## config.mk

```make
export PLATFORM = sky130hd
export DESIGN_NAME = meta_write_rr_arbiter
export DESIGN_NICKNAME = d
export VERILOG_FILES = /design/src/rtl/meta_write_rr_arbiter.sv
export SDC_FILE = /design/constraint.sdc
export NUM_CORES = 1
export LEC_CHECK = 0
export ABC_CLOCK_PERIOD_IN_PS = 12400
export CORE_ASPECT_RATIO = 0.9
export CORE_MARGIN = 1.5
export CORE_UTILIZATION = 45
export DETAILED_ROUTE_END_ITERATION = 16
export PLACE_DENSITY = 0.95
export SYNTH_ARGS = -nofsm -noshare
export SYNTH_HDL_FRONTEND = slang
export SYNTH_SLANG_ARGS = --single-unit
export TNS_END_PERCENT = 1
```

## constraint.sdc

```tcl
create_clock -name clock -period 12.4 [get_ports clock]
set_clock_uncertainty 0.05 [all_clocks]
set_input_delay 2.48 -clock clock [delete_from_list [all_inputs] [get_ports clock]]
set_output_delay 2.48 -clock clock [all_outputs]
set_load 0.01 [all_outputs]
```

## src/rtl/meta_write_rr_arbiter.sv

```systemverilog
// ---------------------------------------------------------------------------
// meta_write_rr_arbiter
//
// N-way arbiter for data-cache metadata write requests (idx / way_en / tag).
// One requester is granted per cycle, by fixed priority (lowest index wins)
// or round-robin. The winner's payload is pushed into a small registered
// FIFO that feeds the metadata array write port. Because the output side is
// registered, io_out_ready has no combinational path to any io_in_ready.
//
// Handshake: a transfer happens on a rising clock edge where valid and ready
// are both high. Ready never depends on io_out_ready. A requester may drop
// valid without a transfer. Its payload is sampled only in its own transfer
// cycle. The FIFO head is held stable while io_out_valid is high and
// io_out_ready is low.
//
// Ports:
//   clock              in   sole clock, rising edge
//   reset              in   asynchronous, active-low reset
//   io_in_valid        in   [N_IN]        per-requester valid
//   io_in_ready        out  [N_IN]        per-requester ready (at most one high)
//   io_in_bits_idx     in   [N_IN*IDX_W]  requester i at [i*IDX_W +: IDX_W]
//   io_in_bits_way_en  in   [N_IN*WAY_W]  same packing
//   io_in_bits_tag     in   [N_IN*TAG_W]  same packing
//   io_out_valid       out  FIFO head valid
//   io_out_ready       in   metadata array accepts the head
//   io_out_bits_idx    out  head idx
//   io_out_bits_way_en out  head way_en
//   io_out_bits_tag    out  head tag
//   io_out_bits_src    out  index of the requester that produced the head
//   io_count           out  current FIFO occupancy
// ---------------------------------------------------------------------------
module meta_write_rr_arbiter #(
    parameter int N_IN    = 8,
    parameter int IDX_W   = 6,
    parameter int WAY_W   = 8,
    parameter int TAG_W   = 20,
    parameter int RR_MODE = 1,
    parameter int DEPTH   = 2
) (
    input  logic                         clock,
    input  logic                         reset,
    input  logic [N_IN-1:0]              io_in_valid,
    output logic [N_IN-1:0]              io_in_ready,
    input  logic [N_IN*IDX_W-1:0]        io_in_bits_idx,
    input  logic [N_IN*WAY_W-1:0]        io_in_bits_way_en,
    input  logic [N_IN*TAG_W-1:0]        io_in_bits_tag,
    output logic                         io_out_valid,
    input  logic                         io_out_ready,
    output logic [IDX_W-1:0]             io_out_bits_idx,
    output logic [WAY_W-1:0]             io_out_bits_way_en,
    output logic [TAG_W-1:0]             io_out_bits_tag,
    output logic [$clog2(N_IN)-1:0]      io_out_bits_src,
    output logic [$clog2(DEPTH+1)-1:0]   io_count
);

    localparam int SRC_W = $clog2(N_IN);
    localparam int CNT_W = $clog2(DEPTH + 1);
    localparam int PTR_W = (DEPTH > 1) ? $clog2(DEPTH) : 1;
    localparam int ENT_W = SRC_W + TAG_W + WAY_W + IDX_W;

    // FIFO entry layout: {src, tag, way_en, idx}
    logic [ENT_W-1:0] mem_q [DEPTH];
    logic [PTR_W-1:0] wr_ptr_q, wr_ptr_d;
    logic [PTR_W-1:0] rd_ptr_q, rd_ptr_d;
    logic [CNT_W-1:0] count_q, count_d;
    logic [SRC_W-1:0] rr_ptr_q, rr_ptr_d;

    logic             space;
    logic             fire_in;
    logic             fire_out;
    logic             grant_any;
    logic [SRC_W-1:0] grant_idx;
    logic [SRC_W-1:0] cand;
    logic [ENT_W-1:0] wr_entry;
    logic [ENT_W-1:0] head;

    // Pointers wrap at DEPTH, which need not be a power of two.
    function automatic logic [PTR_W-1:0] ptr_inc(input logic [PTR_W-1:0] p);
        if (p == PTR_W'(DEPTH - 1)) begin
            return '0;
        end
        return p + 1'b1;
    endfunction

    // Space comes from the registered count only, so a full FIFO refuses
    // enqueue even in a cycle where it dequeues.
    assign space = (count_q < CNT_W'(DEPTH));

    // Grant: scan N_IN candidates. Round-robin starts just past the last
    // winner; fixed priority starts at index 0.
    always_comb begin
        grant_any = 1'b0;
        grant_idx = '0;
        cand      = '0;
        for (int k = 0; k < N_IN; k++) begin
            if (RR_MODE != 0) begin
                cand = SRC_W'((int'(rr_ptr_q) + 1 + k) % N_IN);
            end else begin
                cand = SRC_W'(k);
            end
            if (!grant_any && io_in_valid[cand]) begin
                grant_any = 1'b1;
                grant_idx = cand;
            end
        end
    end

    always_comb begin
        io_in_ready = '0;
        for (int i = 0; i < N_IN; i++) begin
            io_in_ready[i] = space & grant_any & (grant_idx == SRC_W'(i));
        end
    end

    // Payload mux for the granted requester.
    always_comb begin
        wr_entry = '0;
        for (int i = 0; i < N_IN; i++) begin
            if (grant_idx == SRC_W'(i)) begin
                wr_entry = {SRC_W'(i),
                            io_in_bits_tag[i*TAG_W +: TAG_W],
                            io_in_bits_way_en[i*WAY_W +: WAY_W],
                            io_in_bits_idx[i*IDX_W +: IDX_W]};
            end
        end
    end

    assign fire_in      = space & grant_any;
    assign io_out_valid = (count_q != '0);
    assign fire_out     = io_out_valid & io_out_ready;

    always_comb begin
        wr_ptr_d = fire_in  ? ptr_inc(wr_ptr_q) : wr_ptr_q;
        rd_ptr_d = fire_out ? ptr_inc(rd_ptr_q) : rd_ptr_q;
        rr_ptr_d = ((RR_MODE != 0) && fire_in) ? grant_idx : rr_ptr_q;
        case ({fire_in, fire_out})
            2'b10:   count_d = count_q + 1'b1;
            2'b01:   count_d = count_q - 1'b1;
            default: count_d = count_q;
        endcase
    end

    always_ff @(posedge clock or negedge reset) begin
        if (!reset) begin
            wr_ptr_q <= '0;
            rd_ptr_q <= '0;
            count_q  <= '0;
            rr_ptr_q <= SRC_W'(N_IN - 1);
            for (int e = 0; e < DEPTH; e++) begin
                mem_q[e] <= '0;
            end
        end else begin
            wr_ptr_q <= wr_ptr_d;
            rd_ptr_q <= rd_ptr_d;
            count_q  <= count_d;
            rr_ptr_q <= rr_ptr_d;
            if (fire_in) begin
                mem_q[wr_ptr_q] <= wr_entry;
            end
        end
    end

    assign head = mem_q[rd_ptr_q];
    assign {io_out_bits_src, io_out_bits_tag, io_out_bits_way_en, io_out_bits_idx} = head;
    assign io_count = count_q;

endmodule

```

==> out/metrics.csv, run 1 <==
stage,metric,value,unit
synth,Seq cells post-synth,81,
timing,Max Slew Vio Count,0,
grt,first-pass GRT wire length,40300,µm
cts,clock sinks,81,
route,WL/cell,21.2,µm
die,initial core utilization,46.1,%
timing,Final Hold Vio Count,0,
layout,share of cells above drive strength 1,12.7,%
grt,Total Routing Usage GR,32.3,%
job,Max Cap Violations,0,
die,Die Area,0.0158,mm²
route,final antenna-violating net count,0,
timing,RSZ-0062 raised after global routing,false,
cts,CTS Hold Bufs,0,
synth,Post-Syn Instances,734,
layout,Final nets,1299,
timing,Final min period,8.78,ns
setup_path,CP endpoint kind,primary output,
placement,buffers added on ports,330,
hold_path,Hold Path Class,flip-flop to flip-flop,
timing,Setup Total Neg Slack,0,ns
placement,dpl hpwl,19200,µm
synth,"EDFF count, synth",0,
synth,Unique masters post-synth,59,
setup_path,Crit path max-delay family,buffers and inverters,
setup_path,critical path type,primary input to primary output,
route,routed vias,7460,
cts,CTS Buf Count,9,
outcome,status,"complete, no violations",
die,number of top-level pins,331,
synth,async set or reset register ratio after synthesis,100,%
setup_path,Crit path required time,9.87,ns
setup_path,CP startpoint kind,primary input,
cts,post-CTS setup buffers,0,
timing,worst-margin pin slew,1.21,ns
setup_path,Critical path buffers and inverters,3,
cts,clock buffer depth,2,
cts,"Reg clk slew, reported paths",0.06,ns
grt,initial antenna violation count,0,
setup_path,CP cell instances,clkdlybuf4s50_1 > mux4_2 > or2_1 > o221ai_1 > nand2_1 > o41ai_4 > o21a_2 > buf_4 > nor3_1 > clkdlybuf4s50_1,
placement,GP Congestion,0.876,
grt,largest net degree at the start of global routing,82,
setup_path,CP peak stage delay,0.61,ns
grt,grt ovf,0,
grt,met3 Usage GRT,9.38,%
timing,fin crit share,70.8,%
route,total wire length,25700,µm
route,drt drc,0,
grt,vias in the first global route,7544,
layout,diode count,0,
route,DR vias/cell,6.14,
layout,"most common cell after layout, fill and taps aside",clkdlybuf4s50_1,
cts,post-CTS sizing,0,
die,die width,132,µm
die,Cell Rows,42,
setup_path,CP max FO,51,
setup_path,CP Data Arrival Time,6.25,ns
layout,area grow syn2layout,51.9,%
grt,grt peak-use layer,met2,
setup_path,Worst path slowest cell,mux4_2,
timing,final setup fails,0,
synth,YS warnings,0,
synth,syn avg cell area,9.25,µm²
synth,Synthesized Nets,1020,
setup_path,Most common cell on crit path,clkdlybuf4s50_1,
cts,CTS root buf,clkbuf_16,
grt,met1 Usage GRT,39.3,%
cts,CTS tree,done,
timing,Achievable Freq,114,MHz
cts,H-tree depth,3,
layout,"commonest non-fill, non-tap cells in the layout","clkdlybuf4s50_1, nand2_1, dfrtp_1, mux2_2, nor2_1",
cts,Skew-Pair Late Insertion Delay,0.34,ns
synth,register area share after synthesis,29.9,%
timing,Max-slew headroom,19.1,%
grt,met2 Track Usage GR,55.0,%
route,Detailed Route Iter0 Violations,795,
synth,Synth Cell Area,0.00679,mm²
die,chip height,120,µm
synth,"Primary FF master, synth",dfrtp_1,
route,Pre-Repair DR Iteration Count,6,
die,core area,0.0147,mm²
## worst paths after layout
path	to	depth (start not counted)	slack, ns	startpoint
max in group asynchronous	rd_ptr_q$_DFFE_PN0P_	1	9.27	reset
min in group asynchronous	mem_q[3]$_DFFE_PN0P_	1	2.24	reset
worst max-delay path	io_in_ready[7]	10	3.62	io_in_valid[4]
worst min register to register	mem_q[73]$_DFFE_PN0P_	2	0.43	mem_q[73]$_DFFE_PN0P_
worst min-delay path	mem_q[73]$_DFFE_PN0P_	2	0.43	mem_q[73]$_DFFE_PN0P_
worst max register to register	mem_q[37]$_DFFE_PN0P_	13	5.88	rr_ptr_q[0]$_DFFE_PN1P_
## sequential cells by signal, indices dropped and copies added, names as in the netlist
signal	count
io_count	2
mem_q	74
rd_ptr_q	1
rr_ptr_q	3
wr_ptr_q	1
## logic make-up (layout without fill, tap and decap cells)
kind of cell	after synthesis	after routing	share of synthesized area, %
simple gates	224	224	14.7
mux	127	127	23.2
flops	81	81	29.9
fa+ha+maj	3	3	0.553
buf+inv	75	358	6.08
xor+xnor	10	10	1.70
compound gates	214	214	23.8
## area by class of cell
type | instances | area (µm²)
clock buffers | 12 | 246
clock inverters | 3 | 17.5
fillers | 1121 | 4400
inverters | 6 | 22.5
multi-input cells | 578 | 4390
flip-flops and latches | 81 | 2030
well taps | 198 | 248
repair buffers | 337 | 3350
## routing by layer
metal,up-vias,wire length (µm)
li1,3363,-
met5,-,0
met1,3581,10100
met3,66,2580
met2,450,12400
met4,0,635
## Yosys cell counts, types with 2 or more instances
| master | count | share of area (%) |
|---|---|---|
| a21oi_1 | 12 | 0.88 |
| a21oi_2 | 6 | 0.77 |
| a221oi_1 | 51 | 6.6 |
| a22oi_1 | 25 | 2.8 |
| a311oi_1 | 13 | 1.7 |
| a31o_1 | 6 | 0.77 |
| a31oi_1 | 48 | 4.4 |
| and2_1 | 4 | 0.37 |
| and3_1 | 3 | 0.28 |
| buf_1 | 4 | 0.22 |
| buf_2 | 24 | 1.8 |
| buf_4 | 4 | 0.44 |
| buf_6 | 10 | 1.7 |
| clkbuf_1 | 26 | 1.4 |
| dfrtp_1 | 78 | 29 |
| dfstp_2 | 3 | 1.2 |
| ha_1 | 3 | 0.55 |
| inv_1 | 6 | 0.33 |
| mux2_1 | 31 | 5.1 |
| mux2_2 | 64 | 11 |
| mux2_4 | 10 | 2.2 |
| mux2i_1 | 11 | 1.6 |
| mux4_2 | 11 | 3.6 |
| nand2_1 | 89 | 4.9 |
| nand2b_1 | 4 | 0.37 |
| nand3_1 | 9 | 0.66 |
| nand4_1 | 2 | 0.18 |
| nor2_1 | 65 | 3.6 |
| nor3_1 | 19 | 1.4 |
| o21a_1 | 3 | 0.33 |
| o21ai_0 | 8 | 0.59 |
| o21ai_1 | 18 | 1.3 |
| o21bai_1 | 2 | 0.22 |
| o221ai_1 | 3 | 0.39 |
| o32a_1 | 6 | 0.88 |
| or2_1 | 23 | 2.1 |
| xnor2_1 | 4 | 0.52 |
| xnor3_1 | 2 | 0.66 |
| xor2_1 | 4 | 0.52 |
## stage by stage
step	worst slack (ns)	instance area, µm²	hold WS (ns)	utilization (%)	instances
after floorplan	4.76	6790	0.394	-	734
final	3.62	10300	0.427	70.1	1215
after global placement	3.75	10000	0.406	68.3	1200
after global routing	3.31	10300	0.458	70.1	1215
after CTS	3.64	10300	0.434	70.1	1215
after detailed placement	3.64	10000	0.419	68.3	1200
## tightest hold or removal path: cells and delay by family (launching register included)
kind             cells  cell delay (ns)
AO/OA/AOI/OAI        1             0.06
flip-flops           1             0.34
AND/OR/NAND/NOR      1             0.04
Power of run 1 is left out: the tool's default activity adds up to more than one toggle a clock period on the data nets, which glitch-free logic cannot reach.
==> inputs of run 2 (changes only) <==
- ABC_CLOCK_PERIOD_IN_PS: 12400 -> 8350
- CORE_UTILIZATION: 45 -> 42
- clock period: 12.4 -> 8.35 ns (I/O delays scaled with it)
==> out/metrics.csv, run 2 (synthesis results as in run 1) <==
stage,metric,value,unit,change
outcome,status,"complete, no violations",,
grt,largest net degree at the start of global routing,76,,-7.3%
setup_path,Critical path buffers and inverters,3,,unchanged
setup_path,R2R depth,13,,unchanged
timing,fin crit share,88.6,%,
placement,placed insts,1208,,+0.67%
route,WL/cell,21.1,µm,-0.52%
setup_path,CP endpoint kind,primary output,,
route,drt drc,0,,unchanged
die,core area,0.0156,mm²,+6.0%
layout,diode count,0,,unchanged
job,Max Cap Violations,0,,unchanged
layout,"commonest non-fill, non-tap cells in the layout","clkdlybuf4s50_1, nand2_1, dfrtp_1, mux2_2, nor2_1",,
cts,clock sinks,81,,unchanged
timing,Achievable Freq,135,MHz,
timing,Final min period,7.40,ns,
grt,first-pass GRT wire length,37900,µm,-6.0%
cts,CTS root buf,clkbuf_16,,
route,routed vias,7416,,-0.59%
die,initial core utilization,43.5,%,-2.6 points
route,Pre-Repair DR Iteration Count,6,,unchanged
setup_path,Worst path slowest cell,ha_1,,
grt,initial antenna violation count,0,,unchanged
layout,"most common cell after layout, fill and taps aside",clkdlybuf4s50_1,,
die,number of top-level pins,331,,unchanged
timing,worst-margin pin slew,1.15,ns,-0.0592 ns
timing,RSZ-0062 raised after global routing,false,,
setup_path,Crit path required time,6.63,ns,-3.24 ns
die,chip height,124,µm,+3.4%
timing,Setup Total Neg Slack,0,ns,unchanged
grt,vias in the first global route,7311,,-3.1%
route,total wire length,25800,µm,+0.14%
setup_path,critical path type,flip-flop to primary output,,
timing,Max-slew headroom,23.0,%,+3.9 points
grt,grt ovf,0,,unchanged
layout,most flop-heavy register,mem_q,,
placement,dpl hpwl,19300,µm,+0.50%
timing,Max Slew Vio Count,0,,unchanged
hold_path,worst hold path stage count,2,,unchanged
cts,CTS Hold Bufs,0,,unchanged
cts,Skew-Pair Late Insertion Delay,0.33,ns,about the same
die,die width,137,µm,+3.4%
setup_path,Crit path max-delay family,buffers and inverters,,
route,DR vias/cell,6.06,,-1.2%
cts,CTS tree,done,,
cts,clock buffer depth,2,,unchanged
cts,post-CTS setup buffers,0,,unchanged
placement,GP Congestion,0.943,,+7.6%
placement,buffers added on ports,330,,unchanged
layout,area grow syn2layout,53.8,%,
setup_path,logic depth of the worst setup path including buffers,11,,+1
die,Die Area,0.0169,mm²,+7.0%
setup_path,CP Data Arrival Time,5.68,ns,-0.57 ns
route,final antenna-violating net count,0,,unchanged
setup_path,CP max FO,51,,unchanged
timing,final setup fails,0,,unchanged
route,Detailed Route Iter0 Violations,620,,-22%
layout,Non-Filler Instances,1223,,+0.66%
timing,Final Hold Vio Count,0,,unchanged
cts,"Reg clk slew, reported paths",0.06,ns,about the same
layout,share of cells above drive strength 1,13.1,%,+0.44 points
setup_path,CP peak stage delay,0.87,ns,+0.26 ns
layout,Final nets,1303,,+0.31%
cts,post-CTS sizing,0,,unchanged
die,Cell Rows,43,,+2.4%
setup_path,CP startpoint kind,flip-flop,,
cts,H-tree depth,3,,unchanged
setup_path,CP cell instances,inv_1 > ha_1 > xnor3_1 > mux2i_1 > o21bai_1 > a311o_1 > a31oi_1 > o21a_2 > buf_4 > nor3_1 > clkdlybuf4s50_1,,
layout,Largest register FFs,74,,unchanged
grt,Total Routing Usage GR,29.1,%,-3.2 points
cts,CTS Buf Count,9,,unchanged
hold_path,Hold Path Class,flip-flop to flip-flop,,
[run 2: changes by cell type in the layout (fill, tap and decap cells not counted)]
| cell | previous run | this run |
|---|---|---|
| buf_4 | 8 | 12 |
| bufinv_16 | 0 | 4 |
| clkinv_2 | 2 | 0 |
| clkbuf_1 | 2 | 1 |
| clkbuf_8 | 1 | 0 |
| clkinv_4 | 0 | 1 |
| clkinvlp_4 | 1 | 0 |
[run 2: worst register-to-register path: stages, from the launching register on]
cell      delay [ns]
dfstp_2         0.80
inv_1           0.27
ha_1            0.87
xnor3_1         0.63
mux2i_1         0.50
nand2_1         0.28
a311oi_1        0.32
o31a_1          0.25
o211a_4         0.22
buf_4           0.75
nor2_4          0.30
a221oi_1        0.58
or2_1           0.21
a31oi_1         0.09
[run 2: through the flow]
| step | util [%] | hold WS [ns] | setup WS [ns] | cell area, µm² |
|---|---|---|---|---|
| final | 66.9 | 0.429 | 0.948 | 10400 |
| after global routing | 66.9 | 0.445 | 0.592 | 10400 |
| after CTS | 66.9 | 0.434 | 1.03 | 10400 |
| after detailed placement | 64.6 | 0.420 | 1.21 | 10100 |
| after global placement | 64.6 | 0.408 | 1.27 | 10100 |
| after floorplan | - | 0.394 | 2.33 | 6790 |
[run 2: layout make-up]
type / count / area, µm²
clock inverters: 5 / 129
flip-flops and latches: 81 / 2030
inverters: 6 / 22.5
multi-input cells: 578 / 4390
repair buffers: 341 / 3380
clock buffers: 10 / 229
fillers: 1216 / 5160
well taps: 202 / 253
[run 2: metal layers]
layer  GRT usage (%)  vias up  part of all wire (%)
li1                -     3366                     -
met1            36.1     3568                    39
met3            6.92       52                    10
met2            50.5      430                    49
met5               0        -                     0
met4            8.29        0                   1.9
[run 2: worst paths after layout]
check	slack, ns	start	endpoint
worst max-delay path	0.95	rr_ptr_q[0]$_DFFE_PN1P_	io_in_ready[5]
worst min-delay path	0.43	mem_q[15]$_DFFE_PN0P_	mem_q[15]$_DFFE_PN0P_
worst max register to register	2.05	rr_ptr_q[0]$_DFFE_PN1P_	mem_q[37]$_DFFE_PN0P_
worst min register to register	0.43	mem_q[15]$_DFFE_PN0P_	mem_q[15]$_DFFE_PN0P_
max in group asynchronous	6.00	reset	rd_ptr_q$_DFFE_PN0P_
min in group asynchronous	1.21	reset	mem_q[7]$_DFFE_PN0P_
Power of run 2 is left out for the same reason.
==> inputs of run 3 (changes only) <==
- GPL_TIMING_DRIVEN: unset -> 0
==> out/metrics.csv, run 3 (synthesis results as in run 1) <==
stage,metric,value,unit,change
outcome,status,"complete, no violations",,
route,routed vias,7908,,+6.6%
setup_path,CP cell instances,clkdlybuf4s50_1 > mux4_2 > or2_1 > o221ai_1 > and2_1 > a22oi_1 > o311ai_1 > clkbuf_1 > clkbuf_1 > nand2_1 > nor3_1 > clkdlybuf4s50_1,,
layout,"most common cell after layout, fill and taps aside",clkdlybuf4s50_1,,
cts,"Reg clk slew, reported paths",0.06,ns,about the same
cts,CTS Buf Count,9,,unchanged
layout,area grow syn2layout,57.9,%,
die,die width,137,µm,unchanged
setup_path,CP endpoint kind,primary output,,
timing,Final min period,8.08,ns,+0.679 ns
layout,Final nets,1362,,+4.5%
route,DR vias/cell,6.16,,+1.6%
layout,most flop-heavy register,mem_q,,
setup_path,critical path type,primary input to primary output,,
route,Detailed Route Iter0 Violations,742,,+20%
job,Max Cap Violations,0,,unchanged
timing,Achievable Freq,124,MHz,-8.4%
die,number of top-level pins,331,,unchanged
hold_path,worst hold path stage count,2,,unchanged
setup_path,Crit path max-delay family,buffers and inverters,,
cts,CTS tree,done,,
grt,initial antenna violation count,2,,+2
route,total wire length,29900,µm,+16%
timing,fin crit share,96.8,%,+8.1 points
cts,post-CTS setup buffers,0,,unchanged
layout,share of cells above drive strength 1,14.5,%,+1.4 points
setup_path,Crit path required time,6.63,ns,about the same
setup_path,CP startpoint kind,primary input,,
timing,Max Slew Vio Count,0,,unchanged
cts,H-tree depth,3,,unchanged
grt,Total Routing Usage GR,34.0,%,+5.0 points
layout,"commonest non-fill, non-tap cells in the layout","clkdlybuf4s50_1, nand2_1, dfrtp_1, nor2_1, mux2_2",,
timing,RSZ-0062 raised after global routing,false,,
setup_path,CP Data Arrival Time,6.36,ns,+0.68 ns
setup_path,RR Startpoint,rr_ptr_q[0]$_DFFE_PN1P_,,
route,drt drc,0,,unchanged
placement,GP Congestion,0.979,,+3.8%
die,Die Area,0.0169,mm²,unchanged
timing,worst-margin pin slew,0.958,ns,-0.196 ns
cts,Skew-Pair Late Insertion Delay,0.33,ns,about the same
timing,Final Hold Vio Count,0,,unchanged
timing,final setup fails,0,,unchanged
cts,clock buffer depth,2,,unchanged
grt,grt ovf,0,,unchanged
placement,dpl hpwl,23500,µm,+22%
route,Pre-Repair DR Iteration Count,5,,-1
hold_path,Worst Min Path Start,mem_q[73]$_DFFE_PN0P_,,
setup_path,CP max FO,10,,-80%
route,WL/cell,23.3,µm,+11%
setup_path,Critical path origin,io_in_valid[7],,
timing,Setup Total Neg Slack,0,ns,unchanged
die,core area,0.0156,mm²,unchanged
setup_path,R2R depth,16,,+3
timing,Max-slew headroom,36.1,%,+13 points
setup_path,Worst path slowest cell,mux4_2,,
grt,vias in the first global route,7695,,+5.3%
setup_path,CP peak stage delay,0.63,ns,-0.24 ns
die,initial core utilization,43.5,%,unchanged
layout,Largest register FFs,74,,unchanged
cts,CTS root buf,clkbuf_16,,
route,final antenna-violating net count,0,,unchanged
cts,clock sinks,81,,unchanged
grt,largest net degree at the start of global routing,52,,-32%
grt,first-pass GRT wire length,43000,µm,+14%
cts,CTS Hold Bufs,0,,unchanged
setup_path,Critical path buffers and inverters,4,,+1
hold_path,Hold Path Class,flip-flop to flip-flop,,
die,Cell Rows,43,,unchanged
cts,post-CTS sizing,0,,unchanged
placement,buffers added on ports,330,,unchanged
setup_path,logic depth of the worst setup path including buffers,12,,+1
die,chip height,124,µm,unchanged
run 3: changes by cell type in the layout (fill, tap and decap cells not counted), sizes merged:
cell	before	now
clkbuf	10	36
bufinv	4	3
clkinv	1	2
diode	0	2
buf	12	45
run 3: through the flow:
step	instances	area, µm²	hold WS (ns)	utilization [%]	setup slack [ns]
6_report	1284	10700	0.426	68.7	0.268
5_1_grt	1283	10700	0.453	68.7	0.0534
4_1_cts	1282	10700	0.429	68.7	0.354
3_5_place_dp	1267	10400	0.416	66.5	0.356
3_3_place_gp	1266	10300	0.407	66.3	0.358
2_1_floorplan	734	6790	0.394	-	2.33
run 3: layout make-up:
class	count	area (µm²)
Fill cell	1198	4880
Inverter	6	22.5
Buffer	69	390
Tap cell	202	253
Multi-Input combinational cell	578	4350
Sequential cell	81	2030
Clock inverter	5	104
Antenna cell	2	5.00
Timing Repair Buffer	331	3330
Clock buffer	10	239
run 3: layer usage:
| metal | GRT usage (%) | routed length [µm] |
|---|---|---|
| met5 | 0 | 0 |
| met4 | 14.3 | 1060 |
| met3 | 9.93 | 3420 |
| met2 | 53.5 | 13800 |
| met1 | 43.9 | 11700 |
run 3: final timing paths:
path,slack [ns],to
min in group asynchronous,1.23,mem_q[44]$_DFFE_PN0P_
min reg2reg,0.43,mem_q[73]$_DFFE_PN0P_
min,0.43,mem_q[73]$_DFFE_PN0P_
max reg2reg,2.42,mem_q[25]$_DFFE_PN0P_
max in group asynchronous,6.43,mem_q[29]$_DFFE_PN0P_
max,0.27,io_in_ready[2]
run 3: worst min-delay path, cell delays in order (launching register included):
cell and delay [ns]:
dfrtp_1 0.34, nand2_1 0.05, o21ai_0 0.06
Power of run 3 is left out for the same reason.
